### src/rtl/fetch_ctrl_pkg.sv
// ============================================================================
// Module      : fetch_ctrl_pkg
// Description : Shared constants and types for the instruction fetch controller.
// Revision    : 1.0 - initial release
// ============================================================================
`default_nettype none

package fetch_ctrl_pkg;

    localparam logic [31:0] C_RESET_PC  = 32'h0000_0000;
    localparam int          C_BUF_DEPTH = 2;
    localparam logic [31:0] C_WORD_INC  = 32'd4;

    typedef enum logic [0:0] {
        ST_RUN   = 1'b0,
        ST_FAULT = 1'b1
    } state_t;

    typedef struct packed {
        logic [31:0] pc;
        logic [31:0] instr;
    } buf_entry_t;

endpackage

`default_nettype wire

### src/rtl/fetch_buf.sv
// ============================================================================
// Module      : fetch_buf
// Description : Two-entry FIFO of fetched {pc, instr} pairs with flush.
// Revision    : 1.0 - initial release
// ============================================================================
`default_nettype none

module fetch_buf
    import fetch_ctrl_pkg::*;
(
    input  logic       clk,
    input  logic       rst,
    input  logic       i_push,
    input  logic       i_pop,
    input  logic       i_flush,
    input  buf_entry_t i_push_data,
    output logic [1:0] o_count,
    output buf_entry_t o_head
);

    buf_entry_t r_entry0;
    buf_entry_t r_entry1;
    logic [1:0] r_count;

    always_ff @(posedge clk or posedge rst) begin
        if (rst) begin
            r_entry0 <= '0;
            r_entry1 <= '0;
            r_count  <= 2'd0;
        end else if (i_flush) begin
            r_count <= 2'd0;
        end else begin
            case ({i_push, i_pop})
                2'b10: begin
                    if (r_count == 2'd0) begin
                        r_entry0 <= i_push_data;
                        r_count  <= 2'd1;
                    end else if (r_count == 2'd1) begin
                        r_entry1 <= i_push_data;
                        r_count  <= 2'd2;
                    end
                end
                2'b01: begin
                    if (r_count != 2'd0) begin
                        r_entry0 <= r_entry1;
                        r_count  <= r_count - 2'd1;
                    end
                end
                2'b11: begin
                    // Pop of an empty buffer degenerates to a plain push.
                    if (r_count == 2'd2) begin
                        r_entry0 <= r_entry1;
                        r_entry1 <= i_push_data;
                    end else begin
                        r_entry0 <= i_push_data;
                        r_count  <= 2'd1;
                    end
                end
                default: begin
                end
            endcase
        end
    end

    assign o_count = r_count;
    assign o_head  = r_entry0;

endmodule

`default_nettype wire

### src/rtl/fetch_ctrl.sv
// ============================================================================
// Module      : fetch_ctrl
// Description : Instruction fetch controller: ROM sequencing, redirects,
//               misaligned-redirect fault and a 2-entry output buffer.
// Revision    : 1.0 - initial release
// ============================================================================
`default_nettype none

module fetch_ctrl
    import fetch_ctrl_pkg::*;
#(
    parameter logic [31:0] RESET_PC  = C_RESET_PC,
    parameter int          BUF_DEPTH = C_BUF_DEPTH
) (
    input  logic        clk,
    input  logic        rst,
    output logic [31:0] imem_addr,
    input  logic [31:0] imem_rdata,
    input  logic        redirect_valid,
    input  logic [31:0] redirect_pc,
    output logic        out_valid,
    input  logic        out_ready,
    output logic [31:0] out_instr,
    output logic [31:0] out_pc,
    output logic        fetch_fault
);

    state_t      r_state;
    state_t      w_state_next;
    logic [31:0] r_fetch_pc;
    logic        r_inflight;
    logic [31:0] r_inflight_pc;

    logic        w_run;
    logic        w_redir;
    logic        w_redir_ok;
    logic        w_pop;
    logic        w_push;
    logic        w_flush;
    logic        w_issue;
    logic [1:0]  w_count;
    logic [1:0]  w_occ_next;
    buf_entry_t  w_push_data;
    buf_entry_t  w_head;

    assign w_run      = (r_state == ST_RUN);
    assign w_redir    = w_run && redirect_valid;
    assign w_redir_ok = w_redir && (redirect_pc[1:0] == 2'b00);

    assign out_valid  = w_run && (w_count != 2'd0);
    assign w_pop      = out_valid && out_ready;

    // Occupancy the buffer would reach after this cycle's pop and pending push.
    assign w_occ_next = (w_count - {1'b0, w_pop}) + {1'b0, r_inflight};
    assign w_issue    = w_run && !redirect_valid
                        && ({30'd0, w_occ_next} < 32'(BUF_DEPTH));

    assign w_push      = w_run && !redirect_valid && r_inflight;
    assign w_flush     = w_redir || !w_run;
    assign w_push_data = '{pc: r_inflight_pc, instr: imem_rdata};

    always_ff @(posedge clk or posedge rst) begin
        if (rst) begin
            r_state <= ST_RUN;
        end else begin
            r_state <= w_state_next;
        end
    end

    always_comb begin
        w_state_next = r_state;
        case (r_state)
            ST_RUN: begin
                if (redirect_valid && (redirect_pc[1:0] != 2'b00)) begin
                    w_state_next = ST_FAULT;
                end
            end
            ST_FAULT: begin
                w_state_next = ST_FAULT;
            end
            default: begin
                w_state_next = ST_RUN;
            end
        endcase
    end

    always_ff @(posedge clk or posedge rst) begin
        if (rst) begin
            r_fetch_pc    <= RESET_PC;
            r_inflight    <= 1'b0;
            r_inflight_pc <= '0;
        end else begin
            // A response is either pushed or dropped the cycle after issue.
            r_inflight <= w_issue;
            if (w_redir_ok) begin
                r_fetch_pc <= redirect_pc;
            end else if (w_issue) begin
                r_inflight_pc <= r_fetch_pc;
                r_fetch_pc    <= r_fetch_pc + C_WORD_INC;
            end
        end
    end

    fetch_buf u_fetch_buf (
        .clk         (clk),
        .rst         (rst),
        .i_push      (w_push),
        .i_pop       (w_pop),
        .i_flush     (w_flush),
        .i_push_data (w_push_data),
        .o_count     (w_count),
        .o_head      (w_head)
    );

    assign imem_addr   = r_fetch_pc;
    assign out_pc      = w_head.pc;
    assign out_instr   = w_head.instr;
    assign fetch_fault = (r_state == ST_FAULT);

endmodule

`default_nettype wire

### config.mk
export PLATFORM = sky130hd
export DESIGN_NAME = fetch_ctrl
export DESIGN_NICKNAME = d
export VERILOG_FILES = /design/src/rtl/fetch_ctrl_pkg.sv /design/src/rtl/fetch_buf.sv /design/src/rtl/fetch_ctrl.sv
export SDC_FILE = /design/constraint.sdc
export NUM_CORES = 1
export LEC_CHECK = 0
export CAP_MARGIN = 20
export CELL_PAD_IN_SITES_DETAIL_PLACEMENT = 2
export CELL_PAD_IN_SITES_GLOBAL_PLACEMENT = 2
export CORE_MARGIN = 2
export CORE_UTILIZATION = 33
export DETAILED_ROUTE_END_ITERATION = 7
export PLACE_DENSITY = 0.86
export SLEW_MARGIN = 20
export SYNTH_ARGS = -nofsm -noshare
export SYNTH_HDL_FRONTEND = slang
export SYNTH_HIERARCHICAL = 1
export SYNTH_SLANG_ARGS = --single-unit
### constraint.sdc
create_clock -name clk -period 5.4 [get_ports clk]
set_input_delay 1.35 -clock clk [delete_from_list [all_inputs] [get_ports clk]]
set_output_delay 1.35 -clock clk [all_outputs]
set_load 0.02 [all_outputs]
Word level (Yosys, flattened, before mapping)
Cells that the tools add are included.
Widths: inputs -> output; s select.

storage, ports and cells
  word-level logic and storage cells = 70
  flip-flop bits (word level) = 196
  output and inout port bits = 98

operators by class
  $lt $le $gt $ge = 1
  add/sub/neg operators = 4
  muxes and demuxes = 18
  eq/ne operators = 13
  bitwise operators = 3
  reduce and logical (&&, ||, !) cells = 22

operators with widths
  operator               count
  $mux 64                6
  $pmux 64 s3            1
  $pmux 64 s2            1
  $mux 32                2
  $add 32x3->32 const B  1
  $mux 2                 5
  $logic_and 1x1->1      8
  $reduce_and 4->1       2
  $reduce_bool 2->1      4
  $eq 2x2->1 const B     3
  $ne 2x1->1 const B     3
  $ne 3x2->1 const B     2
  $pmux 2 s3             1
  $reduce_and 5->1       1
  $eq 2x1->1 const B     2
  $logic_not 2->1        2
  $ne 2x2->1 const B     2
  $ne 4x1->1 const B     1
  $reduce_bool 4->1      1
  $not 1->1              3
  $reduce_bool 3->1      1
  $add 2x1->2            1
  $lt 2x2->1 const B     1
  $pmux 1 s2             1
  other kinds (6)        6

Longest topological paths before layout
Gate-level depths: netlist (run 1).

  depth after elaboration = 9
  depth in mapped cells = 12
  mapped depth without buffers = 10

Modules after synthesis
The synthesis (run 1) kept the hierarchy.

by module, submodules not included
  module      times used  area each (µm²)  cells each  seq. area each (µm²)
  fetch_buf   1           5551.6           461         3253.1
  fetch_ctrl  1           3278.1           375         1651.6

Least setup slack after synthesis (run 1)
OpenSTA, ideal clock, no wires.

  path kind = input port to flip-flop
  start point = input redirect_valid
  end point = register u_fetch_buf.r_entry0 (netlist bit u_fetch_buf/o_head[53])
  stages on the path = 11
  data arrival time = 3288 ps
  setup slack = 1986 ps
  data required time = 5274 ps
  cell sequence = nor2_1 -> clkbuf_1 -> and2_1 -> inv_1 -> ha_1 -> o21a_1 -> a21o_1 -> buf_2 -> buf_2 -> a22oi_1 -> a21oi_1

on the way
  word-level cells in the longest chain between the ends = 6
  elaborated cells between the ends (all ways) = 14

RTL lines
  what                                                       RTL line          text
  start, declared                                            fetch_ctrl.sv:19  input logic redirect_valid,
  $logic_not 1->1 *                                          fetch_ctrl.sv:58  assign w_push = w_run && !redirect_valid && r_inflight;
  $logic_and 1x1->1 * (2 in a row)                           fetch_ctrl.sv:58
  via w_push                                                 fetch_ctrl.sv:38  logic w_push;
  $eq 2x2->1 / $eq 2x1->1 (equally long branches)            fetch_buf.sv:33   case ({i_push, i_pop})
  $ne 2x1->1 (no source line), or another cell as far along  n/a
  $reduce_and 4->1 (no source line)                          n/a
  end signal, assigned                                       fetch_buf.sv:36   r_entry0 <= i_push_data;
  end signal, assigned                                       fetch_buf.sv:45   r_entry0 <= r_entry1;
  end signal, assigned                                       fetch_buf.sv:52   r_entry0 <= r_entry1;
  end, declared                                              fetch_buf.sv:21   buf_entry_t r_entry0;

Mark *: on every way through the listed nets, which the timed path passes. The rest lies on a longest branch.
A chain may end at the register's enable or synchronous reset.

Final worst setup path (run 1)
  start point = input redirect_valid
  end point = register u_fetch_buf.r_entry0 (netlist bit u_fetch_buf/o_head[39])

Same word-level chain as after synthesis.

==> impl_metrics.yaml, run 1 <==
run_status:
  status: "finished clean"
timing:
  timing.fmax_ghz: 0.246
  setup_tns_ps: 0
  rsz0062_at_grt: "false"
  min_period_ps: 4070
  setup_viol: 0
  tightest_slew_ps: 1010
  worst_slack_ps: 1330
  finalClockSkew_ps: 16.0
  finalCritPeriodShare_pct: 75.3
  finalMaxSlewViolations: 0
  hold_viol_final: 0
  max_slew_margin_pct: 32.9
synth:
  yosys-top-cells-area: "dfrtp_1 (56%), mux2_2 (8.2%), a22oi_1 (5.9%), nand2_1 (4.9%), a21oi_1 (4.1%)"
  yosys_warnings: 6
  seq_area_frac_synth_pct: 55.5
  synth_edf_count: 0
  synth.avg_cell_area_um2: 10.6
  ys_async_sr_fraction_pct: 100
  ys_ff_latch: 196
  synth_common_cells: "dfrtp_1 (196), nand2_1 (115), nor2_1 (81)"
  yosysUniqueCellTypes: 55
  synth_nets: 917
  synth_top_area_cell: "dfrtp_1"
  synth_cells: 836
  synth_top_area_share_pct: 55.5
  yosysMostFrequentCell: "dfrtp_1"
  syn-cell-area_um2: 8830
  synthFlopType: "dfrtp_1"
layout:
  nNetsFinal: 1064
  num_antenna_cells: 0
  final_layout_size_suffix_gt1_share_pct: 13.1
  synthToLayoutAreaGrowth_pct: 29.3
clock_tree:
  h-tree-depth: 4
  cts.hold.buffers_added: 0
  post_cts_resized: 0
  cts_tree: "yes"
  clk_latency_ps: 450
  cts_root_buffer: "clkbuf_16"
  numClockSinks: 196
  post-cts-setup-buffer-count: 0
  path_clk_slew_ps: 80
  clockBufferDepth: 2
  cts_buffers: 17
route:
  viasPerCell: 5.43
  ant_nets: 0
  route.vias.total: 7231
  drc: 0
  drt_wl_total_um: 28500
  drt-initial-drc-count: 509
  drtPass1Iterations: 5
  wl_per_cell_um: 21.4
grt:
  first_global_vias: 7976
  grt_use_met3_pct: 3.14
  grt_pass1_wl_um: 46400
  top_usage_layer: "met2"
  grt.total_usage_pct: 21.0
  grt_max_degree: 129
  overflow: 0
  antenna_found_initial: 0
  grtUsageMet1_pct: 28.9
  grtUsageMet2_pct: 35.4
pwr:
  netSwitchingPower_mw: 1.10
  swShare_pct: 30.9
  clockPowerShare_pct: 37.2
  seqPwrFrac_pct: 48.3
  p_leak_nw: 5.16
  power.density_nw_per_um2: 313
  peakVddDrop_v: 0.000169
  combinationalPowerShare_pct: 14.4
  power.internal_mw: 2.47
critical_path:
  crit_start: "redirect_valid"
  start_kind: "input pin"
  crit_fanout: 24
  crit_path_top_delay_cell: "a21o_1"
  crit_chain: "clkdlybuf4s50_1 -> nor2_1 -> and2_1 -> ha_1 -> o21a_1 -> a21o_1 -> buf_4 -> a22oi_1 -> a21oi_1"
  end_kind: "register"
  worstPathRequired_ps: 5770
  r2r-end: "u_fetch_buf/o_head[39]"
  rrSetupSlack_ps: 2150
  cp-endpoint: "u_fetch_buf/o_head[39]"
  r2r-start: "u_fetch_buf/o_count[1]"
  path_class: "input pin to register"
  worstRegToRegCells: 9
  critPathArrivalTime_ps: 4440
  slowest_delay_ps: 670
placement:
  io_buffers: 165
  post-place-ws_ps: 923
  place.gp.congestion: 0.806
  hpwl_um: 19100
floorplan:
  start_util_pct: 33.8
  die_h_um: 168
  die_x_um: 168
  core-area_um2: 26100
  die-area_um2: 28100
  rows: 59
  io_pins: 166
hold_path:
  hold_path_class: "register to register"
flow_run:
  drv_cap: 0
[cells by family (layout without fill, tap and decap cells)]
family                   after synthesis  after routing  share of synthesized area, %
AND/OR/NAND/NOR                      291            291                          15.0
buffers and inverters                 68            228                          3.91
AO/OA/AOI/OAI                        197            197                          14.8
flip-flops                           196            196                          55.5
multiplexers                          66             66                          8.39
XOR/XNOR                               5              5                         0.496
adder cells (fa/ha/maj)               13             13                          1.84
[area by class of cell]
type / count / area (µm²)
tap: 335 / 419
multi-input combinational: 572 / 3620
timing repair buffer: 180 / 1780
sequential: 196 / 4900
clock buffer: 17 / 425
clock inverter: 15 / 204
inverter: 16 / 65.1
fill: 2666 / 14700
[cell usage in the layout, fill, tap and decap left out, types with 13 or more instances in the layout]
cell type          n
o21ai_0           17
dfrtp_1          196
mux2_2            64
nand2_1          114
nand3_1           24
a21oi_1           70
a22oi_1           69
clkdlybuf4s50_1  165
nor2_1            81
nor3_1            16
ha_1              13
inv_1             13
clkbuf_16         17
buf_4             14
nand4_1           13
[metrics by stage]
step / utilization [%] / power [mW] / cells / area [µm²] / hold WS [ps]
after detailed placement: 41.3 / 2.26 / 1299 / 10800 / 498
after CTS: 43.7 / 3.61 / 1331 / 11400 / 517
after global routing: 43.7 / 3.73 / 1331 / 11400 / 523
after floorplan: - / 1.95 / 836 / 8830 / 465
after global placement: 41.3 / 2.23 / 1299 / 10800 / 485
final: 43.7 / 3.57 / 1331 / 11400 / 514
[power by group through the flow]
stage	Clock, mW	Sequential [mW]	Combinational, mW
detailed placement	0	1.75	0.513
global route	1.42	1.75	0.560
finish	1.33	1.73	0.515
CTS	1.36	1.73	0.523
global placement	0	1.74	0.495
floorplan	0	1.78	0.166
[routing by layer]
metal | vias up | wire [µm]
met5 | - | 0
met4 | 0 | 172
met3 | 13 | 944
met2 | 169 | 14000
met1 | 3770 | 13500
li1 | 3279 | -
[critical path: cells and delay by family]
kind            cells  cell delay, ps
buf+inv             2             820
simple gates        2             510
fa+ha+maj           1             520
compound gates      4            1220
[registers in the layout, indices dropped and copies added (netlist names)]
register	flops
u_fetch_buf/o_count	2
fetch_fault	1
imem_addr	32
u_fetch_buf/r_entry1	64
r_inflight	1
r_inflight_pc	32
u_fetch_buf/o_head	64
[how the worst min path moves through the flow]
stage,slack [ps],from,to,cells past startpoint
after global placement,480,imem_addr[1],r_inflight_pc[1],2
after CTS,520,u_fetch_buf/r_entry1[8],u_fetch_buf/r_entry1[8],1
after detailed placement,500,u_fetch_buf/r_entry1[6],u_fetch_buf/r_entry1[6],1
after floorplan,460,r_inflight_pc[13],r_inflight_pc[13],2
final,510,u_fetch_buf/r_entry1[37],u_fetch_buf/r_entry1[37],1
after global routing,520,u_fetch_buf/r_entry1[62],u_fetch_buf/r_entry1[62],1
Power figures use the tool's default switching activity.
==> run 2, diff against run 1 <==
==> constraint.sdc (replaced) <==
create_clock -name clk -period 4 [get_ports clk]
set_input_delay 1 -clock clk [delete_from_list [all_inputs] [get_ports clk]]
set_output_delay 1 -clock clk [all_outputs]
set_load 0.02 [all_outputs]
==> impl_metrics.yaml, run 2 (synthesis results as in run 1) <==
flow_run:
  drv_cap: 0
timing:
  finalMaxSlewViolations: 0
  setup_viol: 0
  timing.fmax_ghz: 0.278
  max_slew_margin_pct: 33.5
  min_period_ps: 3600
  finalClockSkew_ps: 11.5
  finalCritPeriodShare_pct: 90.0
  setup_tns_ps: 0
  tightest_slew_ps: 998
  hold_viol_final: 0
  rsz0062_at_grt: "false"
clock_tree:
  post-cts-setup-buffer-count: 0
  numClockSinks: 196
  cts_tree: "yes"
  cts.hold.buffers_added: 0
  h-tree-depth: 4
  cts_buffers: 17
  clk_latency_ps: 440
  path_clk_slew_ps: 80
  cts_root_buffer: "clkbuf_16"
  clockBufferDepth: 2
  post_cts_resized: 0
route:
  wl_per_cell_um: 21.2
  route.vias.total: 7259
  viasPerCell: 5.45
  drt-initial-drc-count: 565
  drt_wl_total_um: 28300
  drc: 0
  drtPass1Iterations: 5
  ant_nets: 0
floorplan:
  start_util_pct: 33.8
  core-area_um2: 26100
  die_h_um: 168
  io_pins: 166
  rows: 59
  die_x_um: 168
  die-area_um2: 28100
critical_path:
  crit_fanout: 32
  crit_family: "compound AO/OA/AOI/OAI gates"
  crit_path_top_delay_cell: "a21oi_4"
  path_class: "input pin to register"
  slowest_delay_ps: 730
  crit_chain: "clkdlybuf4s50_1 -> nor2_1 -> and2_1 -> ha_1 -> nor2b_1 -> a21oi_4 -> buf_4 -> a22oi_1 -> a21oi_1"
  cp_num_buf_inv: 2
  worstPathRequired_ps: 4360
  start_kind: "input pin"
  critPathArrivalTime_ps: 3960
  end_kind: "register"
placement:
  place.gp.congestion: 0.759
  hpwl_um: 18900
  io_buffers: 165
layout:
  synthToLayoutAreaGrowth_pct: 29.5
  final_cell_mix: "dfrtp_1 (196), clkdlybuf4s50_1 (165), nand2_1 (114)"
  fin_util_pct: 43.8
  nNetsFinal: 1066
  final_common_cell: "dfrtp_1"
  final_layout_size_suffix_gt1_share_pct: 13.2
  multi_input_area_um2: 3620
  fillers: 2722
  final-seq-area_um2: 4900
  num_antenna_cells: 0
pwr:
  p_leak_nw: 5.17
  p_total_mw: 4.77
  peakVddDrop_v: 0.000271
  power.density_nw_per_um2: 417
hold_path:
  hold_path_class: "register to register"
run_status:
  status: "finished clean"
grt:
  first_global_vias: 7948
  antenna_found_initial: 0
  overflow: 0
  grt_pass1_wl_um: 45500
  grt_max_degree: 131
  grt.total_usage_pct: 20.5
-- run 2: cell count changes in the layout (fill, tap and decap cells not counted), sizes merged --
cell,previous run,this run
clkbuf,17,18
clkinvlp,0,1
buf,15,17
clkinv,9,7
-- run 2: layout make-up --
class / count / area share, %
clock inverter: 14 / 1.38
inverter: 16 / 0.558
timing repair buffer: 182 / 16.0
tap: 335 / 3.66
clock buffer: 18 / 3.84
multi-input combinational: 572 / 31.7
sequential: 196 / 42.9
-- run 2: per-layer routing --
| metal | track usage [%] | vias up | routed length (µm) |
|---|---|---|---|
| li1 | - | 3286 | - |
| met1 | 28.4 | 3782 | 13300 |
| met2 | 34.4 | 164 | 13700 |
| met3 | 2.79 | 27 | 878 |
| met4 | 4.95 | 0 | 380 |
| met5 | 0 | - | 0 |
-- run 2: power by group --
| part | total (mW) | switching, mW | leakage (nW) | internal [mW] |
|---|---|---|---|---|
| combinational | 0.702 | 0.359 | 2.24 | 0.343 |
| clock | 1.74 | 0.884 | 0.294 | 0.860 |
| sequential | 2.33 | 0.198 | 2.64 | 2.13 |
| total | 4.77 | 1.44 | 5.17 | 3.33 |
-- run 2: metrics by stage --
step / area, µm² / hold WS [ps] / instances / setup slack [ps]
after detailed placement: 10800 / 498 / 1301 / -43.1
after global routing: 11400 / 526 / 1333 / 123
after CTS: 11400 / 515 / 1333 / 374
after floorplan: 8830 / 465 / 836 / 936
after global placement: 10800 / 486 / 1301 / 191
final: 11400 / 512 / 1333 / 400
-- run 2: path summary, 6_finish.rpt --
kind                                                from                        to  slack, ps  cells after the start
min in group asynchronous                            rst              imem_addr[1]       1120                      2
worst max register to register    u_fetch_buf/o_count[1]             imem_addr[20]        730                     11
worst min-delay path            u_fetch_buf/r_entry1[38]  u_fetch_buf/r_entry1[38]        510                      1
max in group asynchronous                            rst         r_inflight_pc[30]       2200                      3
worst max-delay path                      redirect_valid    u_fetch_buf/o_head[59]        400                      9
worst min register to register  u_fetch_buf/r_entry1[38]  u_fetch_buf/r_entry1[38]        510                      1
